<file path="src/rtl/ris_sweep_scheduler_if.sv">
// Host/TX-side bundle for the RIS sweep scheduler: table load, sweep control,
// the GPIO pattern output and the tx_req/tx_ack handshake towards the serializer.
interface ris_sweep_scheduler_if #(
    parameter int ADDR_W  = 4,
    parameter int DWELL_W = 24
);
    logic               wr_en;
    logic [ADDR_W-1:0]  wr_addr;
    logic [31:0]        wr_data;
    logic [ADDR_W-1:0]  last_idx;
    logic [DWELL_W-1:0] dwell;
    logic               loop_en;
    logic               start;
    logic               stop;
    logic               tx_ack;
    logic [31:0]        Ctl_Gpio;
    logic               tx_req;
    logic [31:0]        tx_data;
    logic [ADDR_W-1:0]  pat_idx;
    logic               busy;
    logic               done;

    modport master (
        output wr_en, wr_addr, wr_data, last_idx, dwell, loop_en, start, stop, tx_ack,
        input  Ctl_Gpio, tx_req, tx_data, pat_idx, busy, done
    );

    modport slave (
        input  wr_en, wr_addr, wr_data, last_idx, dwell, loop_en, start, stop, tx_ack,
        output Ctl_Gpio, tx_req, tx_data, pat_idx, busy, done
    );
endinterface

</file>
<file path="src/rtl/ris_sweep_scheduler.sv">
// Steps through a pattern table onto Ctl_Gpio; first pattern 2 edges after start.
// Holds tx_req until tx_ack (no timeout), then dwells before the next pattern.
module ris_sweep_scheduler #(
    parameter int ADDR_W  = 4,
    parameter int DWELL_W = 24
) (
    input  logic                  CLOCK_50,
    input  logic                  reset,
    ris_sweep_scheduler_if.slave  bus
);
    typedef enum logic [2:0] {
        S_IDLE,
        S_LOAD,
        S_APPLY,
        S_REPORT,
        S_DWELL
    } state_t;

    state_t             state_q, state_d;
    logic [ADDR_W-1:0]  idx_q, idx_d;
    logic [ADDR_W-1:0]  last_q, last_d;
    logic [ADDR_W-1:0]  pat_idx_q, pat_idx_d;
    logic [DWELL_W-1:0] dwell_q, dwell_d;
    logic [DWELL_W-1:0] cnt_q, cnt_d;
    logic               loop_q, loop_d;
    logic               stop_pend_q, stop_pend_d;
    logic               tx_req_q, tx_req_d;
    logic               done_q, done_d;
    logic [31:0]        ctl_gpio_q, ctl_gpio_d;
    logic [31:0]        tx_data_q, tx_data_d;
    logic [31:0]        rd_q;
    logic [31:0]        mem [2**ADDR_W];

    // Table has no reset so its contents survive a reset pulse.
    always_ff @(posedge CLOCK_50) begin
        if (bus.wr_en && state_q == S_IDLE) begin
            mem[bus.wr_addr] <= bus.wr_data;
        end
        if (state_q == S_LOAD) begin
            rd_q <= mem[idx_q];
        end
    end

    always_comb begin
        state_d     = state_q;
        idx_d       = idx_q;
        last_d      = last_q;
        pat_idx_d   = pat_idx_q;
        dwell_d     = dwell_q;
        cnt_d       = cnt_q;
        loop_d      = loop_q;
        stop_pend_d = stop_pend_q;
        tx_req_d    = tx_req_q;
        done_d      = 1'b0;
        ctl_gpio_d  = ctl_gpio_q;
        tx_data_d   = tx_data_q;

        unique case (state_q)
            S_IDLE: begin
                if (bus.start && !bus.stop) begin
                    idx_d       = '0;
                    last_d      = bus.last_idx;
                    loop_d      = bus.loop_en;
                    dwell_d     = (bus.dwell == '0) ? DWELL_W'(1) : bus.dwell;
                    stop_pend_d = 1'b0;
                    state_d     = S_LOAD;
                end
            end
            S_LOAD: begin
                state_d = bus.stop ? S_IDLE : S_APPLY;
            end
            S_APPLY: begin
                if (bus.stop) begin
                    state_d = S_IDLE;
                end else begin
                    ctl_gpio_d = rd_q;
                    tx_data_d  = rd_q;
                    pat_idx_d  = idx_q;
                    tx_req_d   = 1'b1;
                    state_d    = S_REPORT;
                end
            end
            S_REPORT: begin
                // A stop here must not cut the handshake short; remember it.
                if (bus.stop) begin
                    stop_pend_d = 1'b1;
                end
                if (bus.tx_ack) begin
                    tx_req_d = 1'b0;
                    cnt_d    = dwell_q - DWELL_W'(1);
                    state_d  = (stop_pend_q || bus.stop) ? S_IDLE : S_DWELL;
                end
            end
            S_DWELL: begin
                if (bus.stop) begin
                    state_d = S_IDLE;
                end else if (cnt_q != '0) begin
                    cnt_d = cnt_q - DWELL_W'(1);
                end else if (idx_q != last_q) begin
                    idx_d   = idx_q + ADDR_W'(1);
                    state_d = S_LOAD;
                end else if (loop_q) begin
                    idx_d   = '0;
                    state_d = S_LOAD;
                end else begin
                    done_d  = 1'b1;
                    state_d = S_IDLE;
                end
            end
            default: state_d = S_IDLE;
        endcase
    end

    always_ff @(posedge CLOCK_50) begin
        if (!reset) begin
            state_q     <= S_IDLE;
            idx_q       <= '0;
            last_q      <= '0;
            pat_idx_q   <= '0;
            dwell_q     <= DWELL_W'(1);
            cnt_q       <= '0;
            loop_q      <= 1'b0;
            stop_pend_q <= 1'b0;
            tx_req_q    <= 1'b0;
            done_q      <= 1'b0;
            ctl_gpio_q  <= '0;
            tx_data_q   <= '0;
        end else begin
            state_q     <= state_d;
            idx_q       <= idx_d;
            last_q      <= last_d;
            pat_idx_q   <= pat_idx_d;
            dwell_q     <= dwell_d;
            cnt_q       <= cnt_d;
            loop_q      <= loop_d;
            stop_pend_q <= stop_pend_d;
            tx_req_q    <= tx_req_d;
            done_q      <= done_d;
            ctl_gpio_q  <= ctl_gpio_d;
            tx_data_q   <= tx_data_d;
        end
    end

    assign bus.Ctl_Gpio = ctl_gpio_q;
    assign bus.tx_req   = tx_req_q;
    assign bus.tx_data  = tx_data_q;
    assign bus.pat_idx  = pat_idx_q;
    assign bus.busy     = (state_q != S_IDLE);
    assign bus.done     = done_q;
endmodule

</file>
<file path="src/flat_wrapper.sv">
// flat-port wrapper written by rule: the top's interface ports become plain ports
module ris_sweep_scheduler_flat 
#(
    parameter int ADDR_W  = 4,
    parameter int DWELL_W = 24
)
  (CLOCK_50, reset, bus_wr_en, bus_wr_addr, bus_wr_data, bus_last_idx, bus_dwell, bus_loop_en, bus_start, bus_stop, bus_tx_ack, bus_Ctl_Gpio, bus_tx_req, bus_tx_data, bus_pat_idx, bus_busy, bus_done);
  ris_sweep_scheduler_if #(.ADDR_W(ADDR_W), .DWELL_W(DWELL_W)) bus_i ();
  input  logic CLOCK_50;
  input  logic reset;
  input wire logic [$bits(bus_i.wr_en)-1:0] bus_wr_en;
  input wire logic [$bits(bus_i.wr_addr)-1:0] bus_wr_addr;
  input wire logic [$bits(bus_i.wr_data)-1:0] bus_wr_data;
  input wire logic [$bits(bus_i.last_idx)-1:0] bus_last_idx;
  input wire logic [$bits(bus_i.dwell)-1:0] bus_dwell;
  input wire logic [$bits(bus_i.loop_en)-1:0] bus_loop_en;
  input wire logic [$bits(bus_i.start)-1:0] bus_start;
  input wire logic [$bits(bus_i.stop)-1:0] bus_stop;
  input wire logic [$bits(bus_i.tx_ack)-1:0] bus_tx_ack;
  output wire logic [$bits(bus_i.Ctl_Gpio)-1:0] bus_Ctl_Gpio;
  output wire logic [$bits(bus_i.tx_req)-1:0] bus_tx_req;
  output wire logic [$bits(bus_i.tx_data)-1:0] bus_tx_data;
  output wire logic [$bits(bus_i.pat_idx)-1:0] bus_pat_idx;
  output wire logic [$bits(bus_i.busy)-1:0] bus_busy;
  output wire logic [$bits(bus_i.done)-1:0] bus_done;
  assign bus_i.wr_en = bus_wr_en;
  assign bus_i.wr_addr = bus_wr_addr;
  assign bus_i.wr_data = bus_wr_data;
  assign bus_i.last_idx = bus_last_idx;
  assign bus_i.dwell = bus_dwell;
  assign bus_i.loop_en = bus_loop_en;
  assign bus_i.start = bus_start;
  assign bus_i.stop = bus_stop;
  assign bus_i.tx_ack = bus_tx_ack;
  assign bus_Ctl_Gpio = bus_i.Ctl_Gpio;
  assign bus_tx_req = bus_i.tx_req;
  assign bus_tx_data = bus_i.tx_data;
  assign bus_pat_idx = bus_i.pat_idx;
  assign bus_busy = bus_i.busy;
  assign bus_done = bus_i.done;
  ris_sweep_scheduler #(.ADDR_W(ADDR_W), .DWELL_W(DWELL_W)) u_core (.CLOCK_50(CLOCK_50), .reset(reset), .bus(bus_i));
endmodule
</file>
<file path="config.mk">
export PLATFORM = sky130hd
export DESIGN_NAME = ris_sweep_scheduler_flat
export DESIGN_NICKNAME = d
export VERILOG_FILES = /design/src/rtl/ris_sweep_scheduler_if.sv /design/src/rtl/ris_sweep_scheduler.sv /design/src/flat_wrapper.sv
export SDC_FILE = /design/constraint.sdc
export NUM_CORES = 1
export LEC_CHECK = 0
export CAP_MARGIN = 5
export CORE_MARGIN = 2
export CORE_UTILIZATION = 50
export CTS_BUF_LIST = sky130_fd_sc_hd__clkbuf_2 sky130_fd_sc_hd__clkbuf_4 sky130_fd_sc_hd__clkbuf_8
export DETAILED_ROUTE_END_ITERATION = 10
export HOLD_SLACK_MARGIN = 0.15
export PLACE_DENSITY = 0.67
export SLEW_MARGIN = 15
export SYNTH_ARGS = -nofsm -noshare
export SYNTH_HDL_FRONTEND = slang
export SYNTH_SLANG_ARGS = --single-unit
</file>
<file path="constraint.sdc">
create_clock -name CLOCK_50 -period 4.7 [get_ports CLOCK_50]
set_input_delay 0.94 -clock CLOCK_50 [delete_from_list [all_inputs] [get_ports CLOCK_50]]
set_output_delay 0.94 -clock CLOCK_50 [all_outputs]
set_load 0.02 [all_outputs]
</file>
# Word-level counts from Yosys, hierarchy flattened
# Memory sizes are Yosys's and may differ from the RTL's. A register that Yosys moved wholly into a read port is not among the register bits.
# Index checks and enable logic that the tools add are counted.
dict set report word_totals {
  register_bits 99
  mem_bits_rw 512
  inputBits 71
  output_inout_bits 71
  elab_cells 82
  n_memories 1
}
# memory depth width rd rd_ports_with_merged_regs wr line_no
set mem_list {}
lappend mem_list {u_core.mem 16 32 1 1 1 ris_sweep_scheduler.sv:32} ;# logic [31:0] mem [2**ADDR_W];
dict set report op_classes {
  addsub 3
  eq_ne 14
  muxes 30
  n_bitwise 3
  reduce_logical 20
}
# op count
set op_table {}
lappend op_table {{$mux 24} 4}
lappend op_table {{$pmux 24 s2} 1}
lappend op_table {{$sub 24x1->24 const B} 2}
lappend op_table {{$logic_not 24->1} 1}
lappend op_table {{$reduce_bool 24->1} 1}
lappend op_table {{$mux 4} 5}
lappend op_table {{$mux 3} 6}
lappend op_table {{$pmux 3 s5} 1}
lappend op_table {{$ne 2x2->1 const B} 6}
lappend op_table {{$reduce_and 3->1} 3}
lappend op_table {{$mux 1} 8}
lappend op_table {{$pmux 4 s2} 1}
lappend op_table {{$reduce_bool 2->1} 4}
lappend op_table {{$eq 3x2->1 const B} 2}
lappend op_table {{$reduce_and 5->1} 1}
lappend op_table {{$reduce_or 5->1} 1}
lappend op_table {{$add 4x1->4 const B} 1}
lappend op_table {{$mux 2} 2}
lappend op_table {{$ne 4x4->1} 1}
lappend op_table {{$pmux 1 s2} 2}
lappend op_table {{$reduce_and 2->1} 2}
lappend op_table {{$reduce_and 4->1} 1}
lappend op_table {{$eq 3x1->1 const B} 1}
lappend op_table {{$eq 3x3->1 const B} 1}
lappend op_table {{9 further kinds} 12}

# Longest topological paths before layout
# Gate-level depths: netlist (run 1).
dict set report logic_depth {
  depth_word 5
  ltp_mapped 13
  ltp_nobuf 8
}

# Least setup slack after synthesis (run 1)
# Ideal clock, no wire load.
dict set report synth_timing {
  kind {input to register}
  start {in bus_wr_en}
  end {mem u_core.mem[0][0], enable pin}
  setup_time_ns 0.461
  arrival_time_ns 3.587
  required_time_ns 4.239
  slack_ns 0.652
  cell_stages 3
  n_path_buf 0
  cell_sequence {nand2_1 > or3_1 > nor3_1}
}
dict set report synth_between {
  elab_chain_cells 3
}
# element line_no
set synth_rtl {}
lappend synth_rtl {{start, declared} flat_wrapper.sv:11} ;# input wire logic [$bits(bus_i.wr_en)-1:0] bus_wr_en;
lappend synth_rtl {{$logic_and 1x1->1} ris_sweep_scheduler.sv:36} ;# if (bus.wr_en && state_q == S_IDLE) begin
lappend synth_rtl {{$mux 1} ris_sweep_scheduler.sv:36}
lappend synth_rtl {{$mux 1 (implied by the code)} ris_sweep_scheduler.sv:37} ;# mem[bus.wr_addr] <= bus.wr_data;
lappend synth_rtl {{end, declared} ris_sweep_scheduler.sv:32}
# No other way between the ends.

# Worst setup path after layout (run 1)
dict set report layout_timing {
  start {reg u_core.state_q[2]}
  end {reg u_core.cnt_q[20]}
}
dict set report layout_between {
  elab_chain_cells 3
  elab_cells_between_ends 8
  cone_classes {eq/ne (5); mux (1); reduce/logical (2)}
}
# element line_no
set layout_rtl {}
lappend layout_rtl {{start, declared} ris_sweep_scheduler.sv:19} ;# state_t state_q, state_d;
lappend layout_rtl {{start signal, assigned} ris_sweep_scheduler.sv:129} ;# state_q <= state_d;
lappend layout_rtl {{$eq 3x3->1 / $eq 3x2->1 (equally long branches)} ris_sweep_scheduler.sv:58} ;# unique case (state_q)
lappend layout_rtl {{$ne 2x1->1 (no source line), or another cell as far along} -}
lappend layout_rtl {{$reduce_and 4->1 (no source line)} -}
lappend layout_rtl {{end signal, assigned} ris_sweep_scheduler.sv:134} ;# cnt_q <= cnt_d;
lappend layout_rtl {{end, declared} ris_sweep_scheduler.sv:24} ;# logic [DWELL_W-1:0] cnt_q, cnt_d;
# Parallel ways exist; a longest one is shown, timed or not.
# A chain may end at the register's enable or synchronous reset.

==> results of run 1 <==
-- registers in the layout, indices dropped and copies added, names as in the netlist --
signal and count:
u_core.bus.done 1, u_core.stop_pend_q 1, u_core.mem 512, u_core.bus.tx_req 1
u_core.cnt_q 24, u_core.bus.pat_idx 4, u_core.idx_q 4, u_core.bus.Ctl_Gpio 32
u_core.loop_q 1, u_core.state_q 3, u_core.last_q 4, u_core.dwell_q 24
u_core.rd_q 32
-- cells in the final DEF, fill, tap and decap left out, types with 6 or more instances in the layout --
| cell type | n |
|---|---|
| a21oi_1 | 100 |
| a22oi_1 | 7 |
| a31oi_1 | 7 |
| and3_1 | 7 |
| buf_4 | 34 |
| bufinv_16 | 7 |
| clkbuf_4 | 30 |
| clkbuf_8 | 114 |
| clkdlybuf4s50_1 | 141 |
| clkinv_1 | 22 |
| clkinv_2 | 11 |
| dfxtp_1 | 95 |
| edfxtp_1 | 544 |
| mux2i_1 | 9 |
| mux4_2 | 160 |
| nand2_1 | 163 |
| nand2b_1 | 11 |
| nand3_1 | 8 |
| nor2_1 | 31 |
| nor2_4 | 13 |
| nor3_1 | 23 |
| nor4_1 | 14 |
| o211ai_1 | 6 |
| o21ai_0 | 24 |
| or4_1 | 6 |
| xnor2_1 | 6 |
-- power by group through the flow --
stage               combinational [uW]  sequential, uW  clock (uW)
finish                             347            6290        4980
global route                       375            6290        5330
CTS                                348            6290        5080
detailed placement                 346            6410           0
global placement                   339            6400           0
floorplan                          144            6400           0
-- routing by layer --
layer | global-route usage (%) | vias to the layer above | wire (um) | part of all wire [%]
li1 | - | 6154 | - | -
met1 | 31.0 | 7161 | 24800 | 43
met2 | 35.1 | 528 | 27800 | 48
met3 | 4.44 | 79 | 3880 | 6.7
met4 | 6.94 | 4 | 986 | 1.7
met5 | 0 | - | 26 | 0.045
-- cell type report --
type,instances,area share [%]
antenna,1,0.00841
clock buffer,144,6.03
clock inverter,44,1.28
inverter,5,0.0673
multi-input combinational,690,22.3
sequential,643,61.6
tap,672,2.83
timing repair buffer,180,5.94
-- final timing paths --
kind | start | end | depth (start not counted)
max reg2reg | u_core.state_q[2]$_SDFFE_PN0P_ | u_core.cnt_q[20]$_SDFFE_PN0P_ | 8
min | u_core.bus.pat_idx[1]$_SDFFE_PN0P_ | u_core.bus.pat_idx[1]$_SDFFE_PN0P_ | 2
max | u_core.state_q[2]$_SDFFE_PN0P_ | u_core.cnt_q[20]$_SDFFE_PN0P_ | 8
min reg2reg | u_core.bus.pat_idx[1]$_SDFFE_PN0P_ | u_core.bus.pat_idx[1]$_SDFFE_PN0P_ | 2
-- kinds of logic after synthesis --
group / after synthesis
buffers and inverters: 120
DFF: 643
and+or+nand+nor: 320
muxes: 171
AOI/OAI and AO/OA: 191
xor gates and xnor gates: 6
adders and majority gates: 2
-- per-stage QoR --
stage	utilization (%)	hold WS, ns	total power, uW
after global routing	59.3	0.472	12000
final	59.3	0.455	11600
after floorplan	-	0.449	6540
after global placement	55.0	0.447	6740
after detailed placement	55.0	0.449	6750
after CTS	59.3	0.458	11700
-- worst register-to-register path: stages, from the launching register on --
cell and delay, ns:
dfxtp_1 0.52, nor3b_4 0.54, mux2i_1 0.31, ha_1 0.30, o211ai_1 0.45, a211oi_4 0.54, nand3_2 0.15, a2111oi_1 0.39
o31a_1 0.17
==> impl_metrics.toml, run 1 <==
[timing]
period_needed_ns = 3.42
worst_pin_slew_ns = 1.13
fin_tns_setup_ns = 0
max_freq_ghz = 0.292
fin_skew_ns = 0.0316
setup_violations = 0
setup_ws_ns = 1.28
min_period_over_period_pct = 72.8
drv_slew = 0
finalHoldViolCount = 0
rsz0062_at_grt = "no"
slew_headroom_pct = 24.4

[synth]
yosys.area_share.simple_pct = 5.93
ys_types = 74
synth-async-reset-ratio_pct = 0
synth_fp_nets = 1526
synth-compound-area-share_pct = 4.70
synth_most_common_cell = "edfxtp_1"
synth_xor_area_share_pct = 0.207
synthAdderAreaFrac_pct = 0.0984
synth_ff_type = "edfxtp_1"
synth-edff-count = 544
ys_seq_area_share_pct = 72.1
synth_area_sq_mm = 0.0254
syn_inst = 1453
synth_top_cells_by_area = "edfxtp_1 64%, mux4_2 14%, dfxtp_1 7.8%"
yosys.area.top_type = "edfxtp_1"
synthMuxAreaShare_pct = 14.6
synth_top_area_share_pct = 64.3
yosysWarnings = 0
ys_ff_latch = 643
synth.avg_cell_area_sq_um = 17.5
synth_top_family_by_area = "multiplexers"
synth_common_cells = "544 x edfxtp_1, 163 x nand2_1, 160 x mux4_2, 100 x a21oi_1, 99 x dfxtp_1"

[global_route]
grt_pass1_vias = 14200
grt_overflow = 0
grt_pass1_wl_mm = 87.2
track_usage_pct = 22.1
antenna_found_initial = 3
grt_start_max_net_pins = 92

[cts]
clkSinkCount = 643
clock_latency_ns = 0.69
post_cts_buffers = 0
clkTransAtPathRegs_ns = 0.07
cts_hold_buf = 0
cts_htree_levels = 3
cts-root-buf = "clkbuf_8"
cts.repair.resized = 0
cts_buffers = 102
cts_tree = "built"
cts_buffer_depth = 3

[placed_design]
pre_cts_slack_ns = 0.999
dpl.hpwl_mm = 32.8
place_area_sq_mm = 0.0276
gp_congestion = 0.856
portBuffers = 141
dp_cells = 2190

[pwr]
power.internal_uw = 9220
p_sw_uw = 2390
pwr-share-seq_pct = 54.2
p_per_area_mw_per_mm2 = 390
ir_drop_uv = 262
swShare_pct = 20.6
combPwrFrac_pct = 3.0
power_leakage_uw = 0.00924
clkPwrFrac_pct = 42.9

[final_layout]
seq_area_sq_mm = 0.0183
syn_to_final_growth_pct = 17.1
fin_nets = 1695
final_cell_count_no_fill = 2379
drive_gt1_share_pct = 23.8
fill_cells = 3734
multi_input_area_sq_mm = 0.00663
stdcell_area_sq_mm = 0.0298

[detailed_routing]
drt-pass1-iter-count = 5
vias = 13900
drt_iter0_markers = 1343
drt-vias-per-instance = 5.85
drtAntennaViolNets = 0
wirelength_mm = 57.5
drt-wirelength-per-cell_um = 24.2
drc = 0

[run]
max-cap-violations = 0

[worst_setup_path]
critPathBufInv = 0
crit_path_start_kind = "flip-flop"
crit_family = "compound AO/OA/AOI/OAI gates"
worstSetupEndpointType = "flip-flop"
cp_data_arrival_time_ns = 4.06
r2r_setup_slack_ns = 1.28
crit_fanout = 13
slowest_delay_ns = 0.54
critical_path_class = "reg2reg"
cpMaxStageDelayCell = "nor3b_4"
critPathRequiredTime_ns = 5.33
crit_chain = "nor3b_4 > mux2i_1 > ha_1 > o211ai_1 > a211oi_4 > nand3_2 > a2111oi_1 > o31a_1"

[die]
dieArea_sq_mm = 0.0527
die_x_um = 229
dieHeight_um = 229
core_area_sq_mm = 0.0502
start_util_pct = 50.7
num_rows = 82
io_pins = 142

[status]
status = "finished, final reports clean"

[hold_path]
hold_class = "reg2reg"
No activity file was read; power rests on OpenSTA's default activity.
==> inputs of run 2 (changes only) <==
==> constraint.sdc (replaced) <==
create_clock -name CLOCK_50 -period 3.32 [get_ports CLOCK_50]
set_input_delay 0.664 -clock CLOCK_50 [delete_from_list [all_inputs] [get_ports CLOCK_50]]
set_output_delay 0.664 -clock CLOCK_50 [all_outputs]
set_load 0.02 [all_outputs]
==> impl_metrics.toml, run 2 (same netlist as run 1, synthesis figures left out) <==
[timing]
period_needed_ns = 2.90
rsz0062_at_grt = "no"
setup_violations = 0
slew_headroom_pct = 49.1
fin_tns_setup_ns = 0
finalHoldViolCount = 0
drv_slew = 0
fin_skew_ns = 0.0415
min_period_over_period_pct = 87.4
max_freq_ghz = 0.345
setup_ws_ns = 0.418
worst_pin_slew_ns = 0.758

[die]
dieHeight_um = 229
die_x_um = 229
start_util_pct = 50.7
core_area_sq_mm = 0.0502
io_pins = 142
num_rows = 82
dieArea_sq_mm = 0.0527

[global_route]
track_usage_pct = 22.2
grt_start_max_net_pins = 92
grt_pass1_vias = 14200
grt_pass1_wl_mm = 87.1
antenna_found_initial = 4
grt_overflow = 0

[detailed_routing]
drc = 0
drt_iter0_markers = 1499
drtAntennaViolNets = 0
drt-wirelength-per-cell_um = 24.0
drt-vias-per-instance = 5.88
drt-pass1-iter-count = 6
vias = 14100
wirelength_mm = 57.6

[status]
status = "finished, final reports clean"

[cts]
cts_buffers = 101
cts-root-buf = "clkbuf_8"
clock_latency_ns = 0.70
post_cts_buffers = 0
cts_htree_levels = 3
cts_hold_buf = 0
cts_tree = "built"
cts.repair.resized = 0
clkTransAtPathRegs_ns = 0.06
cts_buffer_depth = 3
clkSinkCount = 643

[worst_setup_path]
critPathRequiredTime_ns = 2.66
crit_path_start_kind = "flip-flop"
crit_fanout = 11
cp_data_arrival_time_ns = 2.24
worstSetupEndpointType = "primary output"
critical_path_class = "reg2out"

[final_layout]
drive_gt1_share_pct = 25.1
syn_to_final_growth_pct = 18.3
fin_nets = 1716
regMostFlops = "u_core.mem"
largest_register_ffs = 512
final_cell_mix = "544 x edfxtp_1, 163 x nand2_1, 160 x mux4_2"
final_common_cell = "edfxtp_1"
utilization_pct = 59.9

[hold_path]
hold_class = "reg2reg"

[placed_design]
portBuffers = 141
pre_cts_slack_ns = 0.490
gp_congestion = 0.872
dpl.hpwl_mm = 31.9

[run]
max-cap-violations = 0

[pwr]
clkPwrFrac_pct = 41.8
combPwrFrac_pct = 3.2
swShare_pct = 21.1
p_per_area_mw_per_mm2 = 538
p_sw_uw = 3420
pwr-share-seq_pct = 55.1
ir_drop_uv = 348
power.internal_uw = 12800
power_leakage_uw = 0.00938
-- run 2: cell count changes in the layout (fill, tap and decap cells not counted), sizes merged --
cell      before  now
buf           39   61
clkbuf       144  154
bufinv         7    1
clkinv        34   28
clkinvlp       4    1
inv            4    7
-- run 2: worst max-delay path, stage by stage, from the launching register on --
cell	delay, ns
dfxtp_1	0.61
nor3_1	0.12
buf_4	0.18
inv_1	0.07
clkdlybuf4s50_1	0.60
-- run 2: metal layers --
layer / wire, um / GRT usage [%] / vias up
met5: 32 / 0 / -
met4: 1350 / 6.57 / 6
met3: 4310 / 5.88 / 108
met2: 27300 / 34.8 / 587
met1: 24500 / 30.7 / 7222
li1: - / - / 6176
-- run 2: final cells by class --
class                           count  area [sq um]
Sequential cell                   643         18300
Clock buffer                      154          1880
Clock inverter                     32           198
Antenna cell                        1          2.50
Multi-Input combinational cell    690          6650
Fill cell                        3685         20100
Timing Repair Buffer              202          2140
Inverter                            5          20.0
Tap cell                          672           841
-- run 2: path summary, 6_finish.rpt --
path | depth (start not counted) | endpoint | slack (ns) | startpoint
setup / recovery | 4 | bus_busy | 0.42 | u_core.state_q[1]$_SDFFE_PN0P_
hold / removal | 2 | u_core.bus.pat_idx[3]$_SDFFE_PN0P_ | 0.46 | u_core.bus.pat_idx[3]$_SDFFE_PN0P_
setup reg to reg | 8 | u_core.cnt_q[2]$_SDFFE_PN0P_ | 0.46 | u_core.state_q[2]$_SDFFE_PN0P_
hold reg to reg | 2 | u_core.bus.pat_idx[3]$_SDFFE_PN0P_ | 0.46 | u_core.bus.pat_idx[3]$_SDFFE_PN0P_
-- run 2: metrics by stage --
stage | instances | total power (uW) | cell area (sq um) | hold WS, ns
2_1_floorplan | 1453 | 9260 | 25400 | 0.449
3_3_place_gp | 2212 | 9570 | 28000 | 0.454
3_5_place_dp | 2212 | 9580 | 28000 | 0.450
4_1_cts | 2398 | 16300 | 30100 | 0.460
5_1_grt | 2399 | 16700 | 30100 | 0.488
6_report | 2399 | 16200 | 30100 | 0.457
-- run 2: power groups by stage --
stage | registers [uW] | clock network [uW] | logic [uW]
6_report | 8900 | 6750 | 514
5_1_grt | 8910 | 7230 | 554
2_1_floorplan | 9060 | 0 | 204
4_1_cts | 8900 | 6900 | 515
3_5_place_dp | 9070 | 0 | 512
3_3_place_gp | 9070 | 0 | 502
==> inputs of run 3 (changes only) <==
--- a/config.mk
+++ b/config.mk
@@ -8,11 +8,12 @@
 export CAP_MARGIN = 5
 export CORE_MARGIN = 2
 export CORE_UTILIZATION = 50
-export CTS_BUF_LIST = sky130_fd_sc_hd__clkbuf_2 sky130_fd_sc_hd__clkbuf_4 sky130_fd_sc_hd__clkbuf_8
+export CTS_BUF_LIST = sky130_fd_sc_hd__clkbuf_4 sky130_fd_sc_hd__clkbuf_8
 export DETAILED_ROUTE_END_ITERATION = 10
 export HOLD_SLACK_MARGIN = 0.15
 export PLACE_DENSITY = 0.67
-export SLEW_MARGIN = 15
+export SLEW_MARGIN = 20
 export SYNTH_ARGS = -nofsm -noshare
 export SYNTH_HDL_FRONTEND = slang
 export SYNTH_SLANG_ARGS = --single-unit
+export TNS_END_PERCENT = 1
==> impl_metrics.toml, run 3 (same netlist as run 1, synthesis figures left out) <==
[timing]
setup_violations = 0
worst_pin_slew_ns = 0.923
fin_tns_setup_ns = 0
fin_skew_ns = 0.0157
period_needed_ns = 2.98
finalHoldViolCount = 0
min_period_over_period_pct = 89.7
rsz0062_at_grt = "no"
slew_headroom_pct = 38.3
drv_slew = 0
timing.hold.ws_ns = 0.474
max_freq_ghz = 0.336

[detailed_routing]
drt-wirelength-per-cell_um = 24.5
drc = 0
drt-pass1-iter-count = 5
drtAntennaViolNets = 0
drt-vias-per-instance = 5.90
wirelength_mm = 58.6
drt_iter0_markers = 1370
vias = 14100

[die]
die_x_um = 229
num_rows = 82
core_area_sq_mm = 0.0502
dieArea_sq_mm = 0.0527
io_pins = 142
start_util_pct = 50.7
dieHeight_um = 229

[final_layout]
fill_cells = 3701
drive_gt1_share_pct = 24.8
fin_nets = 1713
largest_register_ffs = 512
syn_to_final_growth_pct = 17.7
stdcell_area_sq_mm = 0.0299
regMostFlops = "u_core.mem"
final_cell_mix = "544 x edfxtp_1, 163 x nand2_1, 160 x mux4_2"
final_common_cell = "edfxtp_1"

[cts]
cts_buffer_depth = 3
cts-root-buf = "clkbuf_8"
cts.repair.resized = 0
post_cts_buffers = 0
clock_latency_ns = 0.70
cts_buffers = 101
cts_tree = "built"
cts_hold_buf = 0
clkTransAtPathRegs_ns = 0.06
clkSinkCount = 643
cts_htree_levels = 3

[worst_setup_path]
r2r-end = "u_core.cnt_q[20]$_SDFFE_PN0P_"
r2r_start = "u_core.state_q[2]$_SDFFE_PN0P_"
reg2regPathDepth = 8
crit_fanout = 11
r2r_setup_slack_ns = 0.46
worstSetupEndpointType = "primary output"
critPathRequiredTime_ns = 2.66
crit_path_start_kind = "flip-flop"
critical_path_class = "reg2out"
cp_data_arrival_time_ns = 2.31

[hold_path]
hold_class = "reg2reg"
holdPathStages = 2
hp-start = "u_core.bus.pat_idx[2]$_SDFFE_PN0P_"
hold_end = "u_core.bus.pat_idx[2]$_SDFFE_PN0P_"

[placed_design]
gp_congestion = 0.858
place_area_sq_mm = 0.0279
dpl.hpwl_mm = 33.2
portBuffers = 141

[pwr]
power_leakage_uw = 0.00930
ir_drop_uv = 291
p_per_area_mw_per_mm2 = 535

[global_route]
track_usage_pct = 22.6
grt_overflow = 0
grt_start_max_net_pins = 92
antenna_found_initial = 5
grt_pass1_vias = 14500
grt_pass1_wl_mm = 88.4

[status]
status = "finished, final reports clean"

[run]
max-cap-violations = 0
-- run 3: changes by cell type in the layout (fill, tap and decap cells not counted), sizes merged --
| cell | change |
|---|---|
| inv | -3 |
| clkbuf | -6 |
| clkinvlp | +4 |
| buf | -3 |
| clkinv | +7 |
-- run 3: per-layer routing --
| metal | GRT usage [%] | routed length [um] | vias to the layer above |
|---|---|---|---|
| li1 | - | - | 6176 |
| met1 | 31.6 | 24900 | 7283 |
| met2 | 35.8 | 28000 | 576 |
| met3 | 4.25 | 4130 | 106 |
| met4 | 8.30 | 1490 | 8 |
| met5 | 0 | 53 | - |
-- run 3: metrics by stage --
stage	utilization, %	total power (uW)	std cells	worst slack [ns]
floorplan	-	9260	1453	-0.495
global placement	55.6	9560	2209	0.504
detailed placement	55.6	9580	2209	0.449
CTS	59.6	16100	2397	0.295
global route	59.6	16500	2398	0.202
finish	59.6	16000	2398	0.343
-- run 3: report_power, final --
part           switching [uW]  leakage [uW]  internal, uW  total [uW]
Clock                    3030       0.00107          3550        6580
Sequential               47.8       0.00572          8860        8900
Combinational             322       0.00251           188         510
Total                    3400       0.00930         12600       16000
-- run 3: layout make-up --
type / instances / area (sq um) / area share (%)
flip-flops and latches: 643 / 18300 / 61.3
diodes: 1 / 2.50 / 0.00837
repair buffers: 199 / 2070 / 6.93
multi-input cells: 690 / 6640 / 22.2
clock buffers: 148 / 1800 / 6.02
clock inverters: 40 / 214 / 0.715
inverters: 5 / 20.0 / 0.0669
well taps: 672 / 841 / 2.81
-- run 3: worst max-delay path by stage --
| stage | from | to | slack, ns | cells past startpoint |
|---|---|---|---|---|
| 3_5_place_dp | bus_stop | u_core.bus.Ctl_Gpio[22]$_SDFFE_PN0P_ | 0.45 | 6 |
| 3_3_place_gp | bus_stop | u_core.bus.Ctl_Gpio[2]$_SDFFE_PN0P_ | 0.50 | 6 |
| 4_1_cts | u_core.state_q[0]$_SDFFE_PN0P_ | bus_busy | 0.29 | 4 |
| 2_1_floorplan | u_core.state_q[0]$_SDFFE_PN0P_ | u_core.mem[2][0]$_DFFE_PP_ | -0.50 | 6 |
| 5_1_grt | u_core.state_q[0]$_SDFFE_PN0P_ | bus_busy | 0.20 | 4 |
| 6_report | u_core.state_q[1]$_SDFFE_PN0P_ | bus_busy | 0.34 | 4 |
-- run 3: worst max-delay path, stage by stage, from the launching register on --
cell	delay, ns
dfxtp_1	0.63
nor3_1	0.17
buf_4	0.19
inv_1	0.04
clkdlybuf4s50_1	0.58
